===== src/rtl/sobel_pkg.sv =====
// Shared types and constants for the Sobel frame sequencer.
package sobel_pkg;

    typedef enum logic [1:0] {IDLE, FETCH, DRAIN, DONE} state_t;

    localparam int PIX_W  = 8;
    localparam int EDGE_W = 16;

    function automatic int frame_pixels(input int w, input int h);
        return w * h;
    endfunction

endpackage


===== src/rtl/sobel_raster_cnt.sv =====
// Raster-order row/column counter with a linear index and a last-pixel flag.
module sobel_raster_cnt
    import sobel_pkg::*;
#(
    parameter int IMG_W  = 64,
    parameter int IMG_H  = 64,
    parameter int ADDR_W = 12,
    parameter int ROW_W  = $clog2(IMG_H),
    parameter int COL_W  = $clog2(IMG_W)
) (
    input  logic              clk,
    input  logic              rst_n,
    input  logic              clr,
    input  logic              step,
    output logic [ROW_W-1:0]  row,
    output logic [COL_W-1:0]  col,
    output logic [ADDR_W-1:0] idx,
    output logic              last
);

    localparam logic [COL_W-1:0]  COL_MAX = COL_W'(IMG_W - 1);
    localparam logic [ADDR_W-1:0] IDX_MAX = ADDR_W'(frame_pixels(IMG_W, IMG_H) - 1);

    assign last = (idx == IDX_MAX);

    // The linear index runs alongside row/col so no multiplier is needed for addresses.
    always_ff @(posedge clk or negedge rst_n) begin
        if (!rst_n) begin
            row <= '0;
            col <= '0;
            idx <= '0;
        end else if (clr) begin
            row <= '0;
            col <= '0;
            idx <= '0;
        end else if (step) begin
            idx <= idx + 1'b1;
            if (col == COL_MAX) begin
                col <= '0;
                row <= row + 1'b1;
            end else begin
                col <= col + 1'b1;
            end
        end
    end

endmodule


===== src/rtl/sobel_frame_ctrl.sv =====
// Frame sequencer: raster-reads a source frame into the Sobel window and
// writes the interior edge map to the result RAM while counting edges.
module sobel_frame_ctrl
    import sobel_pkg::*;
#(
    parameter int IMG_W  = 64,
    parameter int IMG_H  = 64,
    parameter int ADDR_W = 12,
    parameter int CNT_W  = 12
) (
    input  logic              clk,
    input  logic              rst_n,
    input  logic              start,
    input  logic              abort,
    input  logic [EDGE_W-1:0] thr_in,
    output logic              src_rd_en,
    output logic [ADDR_W-1:0] src_rd_addr,
    input  logic [PIX_W-1:0]  src_rd_data,
    output logic [PIX_W-1:0]  pix_out,
    output logic              pix_valid,
    output logic              win_clr,
    output logic [EDGE_W-1:0] thr_cfg,
    input  logic              edge_bin,
    output logic              res_wr_en,
    output logic [ADDR_W-1:0] res_wr_addr,
    output logic              res_wr_data,
    output logic              busy,
    output logic              done,
    output logic [CNT_W-1:0]  edge_count
);

    localparam int ROW_W = $clog2(IMG_H);
    localparam int COL_W = $clog2(IMG_W);
    localparam logic [ADDR_W-1:0] CENTRE_OFS = ADDR_W'(IMG_W + 1);
    localparam logic [CNT_W-1:0]  CNT_MAX    = {CNT_W{1'b1}};

    state_t            state;
    logic              drain_cnt;
    logic [CNT_W-1:0]  run_cnt;
    logic [ROW_W-1:0]  rd_row, s1_row, s2_row;
    logic [COL_W-1:0]  rd_col, s1_col, s2_col;
    logic [ADDR_W-1:0] rd_idx, s1_idx, s2_addr;
    logic              rd_last, s1_valid, s2_valid;
    logic              accept, kill, cnt_step;

    assign accept   = (state == IDLE) && start;
    assign kill     = (state != IDLE) && abort;
    assign cnt_step = (state == FETCH) && !kill;

    sobel_raster_cnt #(
        .IMG_W (IMG_W),
        .IMG_H (IMG_H),
        .ADDR_W(ADDR_W),
        .ROW_W (ROW_W),
        .COL_W (COL_W)
    ) u_issue_cnt (
        .clk  (clk),
        .rst_n(rst_n),
        .clr  (accept),
        .step (cnt_step),
        .row  (rd_row),
        .col  (rd_col),
        .idx  (rd_idx),
        .last (rd_last)
    );

    assign src_rd_addr = rd_idx;

    // Two drain cycles let the final read reach the write stage before DONE.
    always_ff @(posedge clk or negedge rst_n) begin
        if (!rst_n) begin
            state      <= IDLE;
            src_rd_en  <= 1'b0;
            win_clr    <= 1'b0;
            thr_cfg    <= '0;
            busy       <= 1'b0;
            done       <= 1'b0;
            drain_cnt  <= 1'b0;
            edge_count <= '0;
        end else begin
            win_clr <= 1'b0;
            done    <= 1'b0;
            if (kill) begin
                state     <= IDLE;
                src_rd_en <= 1'b0;
                busy      <= 1'b0;
            end else begin
                case (state)
                    IDLE: begin
                        if (start) begin
                            state     <= FETCH;
                            src_rd_en <= 1'b1;
                            busy      <= 1'b1;
                            win_clr   <= 1'b1;
                            thr_cfg   <= thr_in;
                        end
                    end
                    FETCH: begin
                        if (rd_last) begin
                            state     <= DRAIN;
                            src_rd_en <= 1'b0;
                            drain_cnt <= 1'b0;
                        end
                    end
                    DRAIN: begin
                        if (drain_cnt) state <= DONE;
                        else           drain_cnt <= 1'b1;
                    end
                    DONE: begin
                        state      <= IDLE;
                        busy       <= 1'b0;
                        done       <= 1'b1;
                        edge_count <= run_cnt;
                    end
                    default: state <= IDLE;
                endcase
            end
        end
    end

    // The read coordinate travels with its valid so the write side never recounts.
    always_ff @(posedge clk or negedge rst_n) begin
        if (!rst_n) begin
            s1_valid <= 1'b0;
            s2_valid <= 1'b0;
            s1_row   <= '0;
            s1_col   <= '0;
            s1_idx   <= '0;
            s2_row   <= '0;
            s2_col   <= '0;
            s2_addr  <= '0;
            run_cnt  <= '0;
        end else begin
            s1_valid <= src_rd_en && !kill;
            s2_valid <= s1_valid && !kill;
            s1_row   <= rd_row;
            s1_col   <= rd_col;
            s1_idx   <= rd_idx;
            s2_row   <= s1_row;
            s2_col   <= s1_col;
            if (s1_valid) s2_addr <= s1_idx - CENTRE_OFS;
            if (accept)
                run_cnt <= '0;
            else if (res_wr_en && edge_bin && (run_cnt != CNT_MAX))
                run_cnt <= run_cnt + 1'b1;
        end
    end

    assign pix_valid = s1_valid;
    assign pix_out   = src_rd_data;

    // Windows whose bottom-right sits in row/col 0 or 1 straddle a border or a row wrap.
    assign res_wr_en   = s2_valid && (s2_row >= ROW_W'(2)) && (s2_col >= COL_W'(2));
    assign res_wr_addr = s2_addr;
    assign res_wr_data = edge_bin;

endmodule


===== config.mk =====
export PLATFORM = sky130hd
export DESIGN_NAME = sobel_frame_ctrl
export DESIGN_NICKNAME = d
export VERILOG_FILES = /design/src/rtl/sobel_pkg.sv /design/src/rtl/sobel_raster_cnt.sv /design/src/rtl/sobel_frame_ctrl.sv
export SDC_FILE = /design/constraint.sdc
export NUM_CORES = 1
export LEC_CHECK = 0
export BUFFER_PORTS_ARGS = -buffer_cell sky130_fd_sc_hd__buf_4
export CAP_MARGIN = 40
export CORE_UTILIZATION = 55
export DETAILED_ROUTE_END_ITERATION = 10
export GPL_TIMING_DRIVEN = 0
export PLACE_DENSITY = 0.79
export SYNTH_ARGS = -nofsm -noshare
export SYNTH_HDL_FRONTEND = slang
export SYNTH_HIERARCHICAL = 1
export SYNTH_SLANG_ARGS = --single-unit
export TNS_END_PERCENT = 1

===== constraint.sdc =====
create_clock -name clk -period 3.4 [get_ports clk]
set_input_delay 0.68 -clock clk [delete_from_list [all_inputs] [get_ports clk]]
set_output_delay 0.68 -clock clk [all_outputs]
set_load 0.01 [all_outputs]

# ---- Yosys cells after proc, flatten, opt, wreduce, memory -nomap -nowiden
# Index checks and enable logic that the tools add are counted.
dict set report totals {
  ff_bits 121
  input_bits 29
}
dict set report op_classes {
  addsub 5
  magnitude_cmp 2
  n_eq_ne 10
  mux 27
  bitwise 1
  reduce_logical 25
}
# cell count
set ops {}
lappend ops {{$mux W12} 4}
lappend ops {{$mux W6} 6}
lappend ops {{$add A12 B1 Y12 const B} 2}
lappend ops {{$add A6 B1 Y6 const B} 2}
lappend ops {{$eq A12 B12 Y1 const B} 1}
lappend ops {{$ge A6 B2 Y1 const B} 2}
lappend ops {{$ne A12 B12 Y1 const B} 1}
lappend ops {{$reduce_and A3 Y1} 4}
lappend ops {{$sub A12 B7 Y12 const B} 1}
lappend ops {{$reduce_bool A2 Y1} 5}
lappend ops {{$logic_and A1 B1 Y1} 9}
lappend ops {{$mux W1} 9}
lappend ops {{$ne A3 B3 Y1 const B} 3}
lappend ops {{$mux W2} 4}
lappend ops {{$pmux W2 S4} 1}
lappend ops {{$eq A6 B6 Y1 const B} 1}
lappend ops {{$pmux W1 S2} 3}
lappend ops {{$reduce_and A2 Y1} 3}
lappend ops {{$reduce_bool A3 Y1} 2}
lappend ops {{$eq A2 B2 Y1 const B} 2}
lappend ops {{$eq A2 B1 Y1 const B} 1}
lappend ops {{$logic_not A2 Y1} 1}
lappend ops {{$ne A2 B2 Y1 const B} 1}
lappend ops {{$logic_not A1 Y1} 1}
lappend ops {{$not A1 Y1} 1}

# ---- Depth between registers and ports, before layout
dict set report logic_depth {
  ltp_word 7
  depth_mapped 9
  mapped_depth_nobuf 8
}

# ---- Hierarchy
# Netlist, hierarchy kept.
# module n_inst cells_per_inst area_per_inst_um2 seq_area_each_um2
set modules_own_cells {}
lappend modules_own_cells {sobel_frame_ctrl 1 318 3776.1 2327.2}
lappend modules_own_cells {sobel_raster_cnt 1 126 1244.9 600.6}

# ---- Worst setup path before layout
# No wires, ideal clock.
dict set report synth_path {
  path_type {flip-flop to flip-flop}
  from {register state[0]}
  to {register u_issue_cnt.idx[10]}
  setup_time_ns 0.078
  t_arrival_ns 2.310
  slack_ns 1.012
  stages_incl_launch_ff 10
  n_path_buf 2
  synth_period_minus_slack_ns 2.388
  path_cell_list {dfrtp_1 -> inv_1 -> ha_1 -> nand2_1 -> clkinv_1 -> clkbuf_1 -> buf_2 -> o211ai_1 -> or4_1 -> a21oi_1}
}
# element line_no
set synth_rtl {}
lappend synth_rtl {{start: declaration} sobel_frame_ctrl.sv:37} ;# state_t state;
lappend synth_rtl {{start signal: assignment} sobel_frame_ctrl.sv:72} ;# state <= IDLE;
lappend synth_rtl {{start signal: assignment} sobel_frame_ctrl.sv:84} ;# state <= IDLE;
lappend synth_rtl {{start signal: assignment} sobel_frame_ctrl.sv:91} ;# state <= FETCH;
lappend synth_rtl {{$logic_not A2 Y1 (*)} sobel_frame_ctrl.sv:46} ;# assign accept = (state == IDLE) && start;
lappend synth_rtl {{$logic_and A1 B1 Y1 (*)} sobel_frame_ctrl.sv:46}
lappend synth_rtl {{net accept} sobel_frame_ctrl.sv:44} ;# logic accept, kill, cnt_step;
lappend synth_rtl {{$mux W12 or $reduce_bool A2 Y1 (tied branches)} -}
lappend synth_rtl {{end signal: assignment} sobel_raster_cnt.sv:37} ;# idx <= idx + 1'b1;
lappend synth_rtl {{end: declaration} sobel_raster_cnt.sv:17} ;# output logic [ADDR_W-1:0] idx,
# Mark *: on every way through the listed nets, which the timed path passes. The rest lies on a longest branch.
# A chain may end at the register's enable or synchronous reset.

# ---- Worst setup path in the final report
dict set report layout_path {
  from {register state[1]}
  to {register u_issue_cnt.idx[10]}
}
# The elaborated chain is that of the path after synthesis.

==> impl_results.rst <==
.. list-table::
   :header-rows: 1

   * - Metric
     - Value
   * - Run status
     - completed
   * - Count of vias placed by the detailed router
     - 3,756
   * - Area growth from synthesis to final layout
     - 28.16%
   * - Number of H-tree levels
     - 4
   * - P_leak
     - 3.180 nW
   * - First-pass GRT wire length
     - 17,480 um
   * - Leading post-synthesis cells by instance count
     - 117 x dfrtp_1, 72 x nand2_1, 32 x a21oi_1
   * - Share of final-layout standard cells stronger than drive strength 1
     - 29.66%
   * - Global route total overflow
     - 0
   * - Area share of the largest cell type after synthesis
     - 58.31%
   * - Total of hold buffers inserted after clock tree synthesis
     - 0
   * - Total global-route track usage
     - 23.32%
   * - Setup repair after global routing missed its margin
     - false
   * - Num CTS Buffers
     - 17
   * - Post-synthesis cell count
     - 444
   * - Antenna Violating Nets Remaining
     - 0
   * - Vias in the first global route
     - 3,697
   * - Maximum number of pins on one net before global-route repair
     - 72
   * - Number of enable flip-flop cells after synthesis
     - 0
   * - Routability congestion estimate from global placement
     - 0.8010
   * - Post-Route Setup TNS
     - 0 ns
   * - I/O pin count
     - 96
   * - Post-route clock period utilization
     - 91.57%
   * - Critical path endpoint category
     - register
   * - Met3 global-route usage
     - 6.259%
   * - Worst-path cell with the longest stage delay
     - or4_1
   * - Crit path DAT
     - 3.54 ns
   * - Post-synth cell types
     - 54
   * - CTS tree
     - done
   * - Worst hold slack across all endpoints
     - 0.1828 ns
   * - Number of buffers inserted by port buffering
     - 87
   * - Launching element type of the critical path
     - register
   * - Number of nets in the finished design
     - 589
   * - Clock Sink Count
     - 117
   * - Top-count cell post-synth
     - dfrtp_1
   * - DIE AREA
     - 9515 um^2
   * - Final setup fails
     - 0
   * - CTS-repair resized insts
     - 0
   * - Worst path max stage delay
     - 0.51 ns
   * - Fmax
     - 321.2 MHz
   * - Final Max Tran Viols
     - 0
   * - Final core occ
     - 73.43%
   * - Placement row count
     - 34
   * - Power, Total
     - 0.004754 W
   * - Area of the mapped netlist
     - 5021 um^2
   * - Worst-path maximum fanout
     - 10
   * - Number of buffers and inverters on the critical path
     - 4
   * - Sequential fraction of the synthesis area
     - 58.31%
   * - Remaining design rule violation count
     - 0
   * - Wire length per cell after detailed routing
     - 15.23 um
   * - Max-capacitance violation count
     - 0
   * - Number of post-CTS setup repair buffers
     - 0
   * - Buffer depth of the longest clock path
     - 2
   * - Number of warnings issued by yosys
     - 6
   * - Met2 demand-to-capacity share in global routing
     - 37.39%
   * - Die Height
     - 97.55 um
   * - Hold Violations, Final
     - 0
   * - Worst slack, placed
     - 0.3785 ns
   * - Critical path, cell by cell
     - inv_1 -> ha_1 -> nand2_1 -> clkinv_1 -> clkbuf_1 -> buf_2 -> o211ai_1 -> or4_1 -> a21oi_1
   * - IR Drop Worst-Case VDD
     - 0.0004470 V
   * - Post-synthesis async set-or-reset flop share
     - 100.0%
   * - Post-Synthesis Net Count
     - 482
   * - Power per unit of standard cell area
     - 738.8 nW/um^2
   * - GR Util met1
     - 29.92%
   * - Minimum clock period after layout
     - 3.113 ns
   * - Family of cells with the greatest summed delay on the critical path
     - buffers and inverters
   * - Top flip-flop cell by instance count after synthesis
     - dfrtp_1
   * - N_diodes
     - 0
   * - Detailed Routing Iterations Pass 1
     - 5
   * - Post-detailed-routing wire length
     - 10,220 um
   * - Flip-flop and latch count after synthesis
     - 117
   * - Startpoint of the worst-slack reg-to-reg timing path
     - state[1]$_DFFE_PN0P_
   * - Violation count after the first detailed-routing iteration
     - 163
   * - HPWL after detailed placement
     - 6873 um
   * - Clock latency on the worst-skew pair
     - 0.51 ns
   * - Area contributors post-synth
     - dfrtp_1 58%, nand2_1 5.4%, mux2_2 3.4%
   * - Worst Path Required
     - 3.83 ns
   * - Actual transition at the worst max-transition pin
     - 0.6049 ns
   * - Post-route clock skew
     - 0.007717 ns
   * - Path class of the lowest-slack min-delay path
     - in2async
   * - Crit path launch
     - state[1]$_DFFE_PN0P_
   * - Initial antenna violation count
     - 0
   * - Crit path setup slack, layout
     - 0.2866 ns
   * - Dominant cell type by area after synthesis
     - dfrtp_1
   * - CTS clk-pin slew, worst paths
     - 0.06 ns
   * - Average cell area after synthesis
     - 11.31 um^2
   * - Area of the core region
     - 8763 um^2
   * - Most Crowded Layer GR
     - met2
   * - Clock tree root buffer cell
     - clkbuf_8
   * - Number of vias per cell
     - 5.598
   * - Die extent in x
     - 97.55 um
   * - Initial standard-cell utilization of the core
     - 57.30%
   * - Max transition margin
     - 59.67%
   * - Crit path kind
     - reg2reg
power by group:
group | internal, W | switching [W]
Combinational | 0.000522 | 0.000668
Clock | 0.00118 | 0.000582
Sequential | 0.00162 | 0.000179
flip-flops by register name, indices dropped and copies added, names as in the netlist, 2 cells and up:
name and count:
s1_row 5, state 2, s2_col 5, thr_cfg 16, s2_row 5, edge_count 12, run_cnt 12, res_wr_addr 12
s1_idx 12, u_issue_cnt/row 6, u_issue_cnt/idx 12, s1_col 5, u_issue_cnt/col 6
final timing paths:
kind / depth (start not counted) / slack [ns] / endpoint
min: 1 / 0.18 / state[0]$_DFFE_PN0P_
max in group asynchronous: 2 / 2.48 / thr_cfg[14]$_DFFE_PN0P_
min reg2reg: 0 / 0.34 / s2_col[4]$_DFF_PN0_
max: 9 / 0.29 / u_issue_cnt/idx[10]$_DFFE_PN0P_
max reg2reg: 9 / 0.29 / u_issue_cnt/idx[10]$_DFFE_PN0P_
min in group clk: 0 / 0.34 / s2_col[4]$_DFF_PN0_
worst reg2reg max path, delay by kind of cell (launching register included):
family | cells | cell delay, ns
AO/OA/AOI/OAI | 2 | 0.39
adder cells (fa/ha/maj) | 1 | 0.26
flip-flops | 1 | 0.40
AND/OR/NAND/NOR | 2 | 0.80
buffers and inverters | 4 | 1.18
metrics by stage:
stage / cells / instance area (um^2)
3_3_place_gp: 639 / 5809
6_report: 671 / 6435
5_1_grt: 671 / 6435
4_1_cts: 671 / 6435
3_5_place_dp: 640 / 5837
2_1_floorplan: 444 / 5021
routing by layer:
| layer | share of wire [%] | up-vias |
|---|---|---|
| met5 | 0 | - |
| li1 | - | 1748 |
| met4 | 1.9 | 0 |
| met1 | 42 | 1874 |
| met3 | 4.5 | 20 |
| met2 | 51 | 114 |
logic make-up after synthesis:
group / Yosys count / share of synthesized area, %
buffers and inverters: 38 / 3.663
AO/OA/AOI/OAI: 68 / 9.893
multiplexers: 21 / 4.560
adder cells (fa/ha/maj): 9 / 2.243
flip-flops: 117 / 58.31
XOR/XNOR: 22 / 3.837
AND/OR/NAND/NOR: 169 / 17.49
area by class of cell:
type                       instances  area [um^2]
buffer                            24        131.4
fill                             577         2328
timing repair buffer              88        680.7
tap                              108        135.1
multi-input combinational        289         1909
clock inverter                     9        125.1
inverter                          14        52.55
sequential                       117         2928
clock buffer                      22        473.0
layout by cell type, fill, tap and decap left out, drive strengths merged, types with 4 or more instances in the layout:
cell type,n
clkbuf,29
dfrtp,117
nand2b,5
xnor2,10
nor4,4
xor2,12
ha,9
o21ai,12
or4,10
o31ai,9
and2,5
or3,7
a21oi,32
nor3,4
mux2i,6
clkinv,5
nand3,11
buf,105
nor2,29
nand4,12
nand2,73
mux2,15
inv,13
Power figures use the tool's default switching activity.
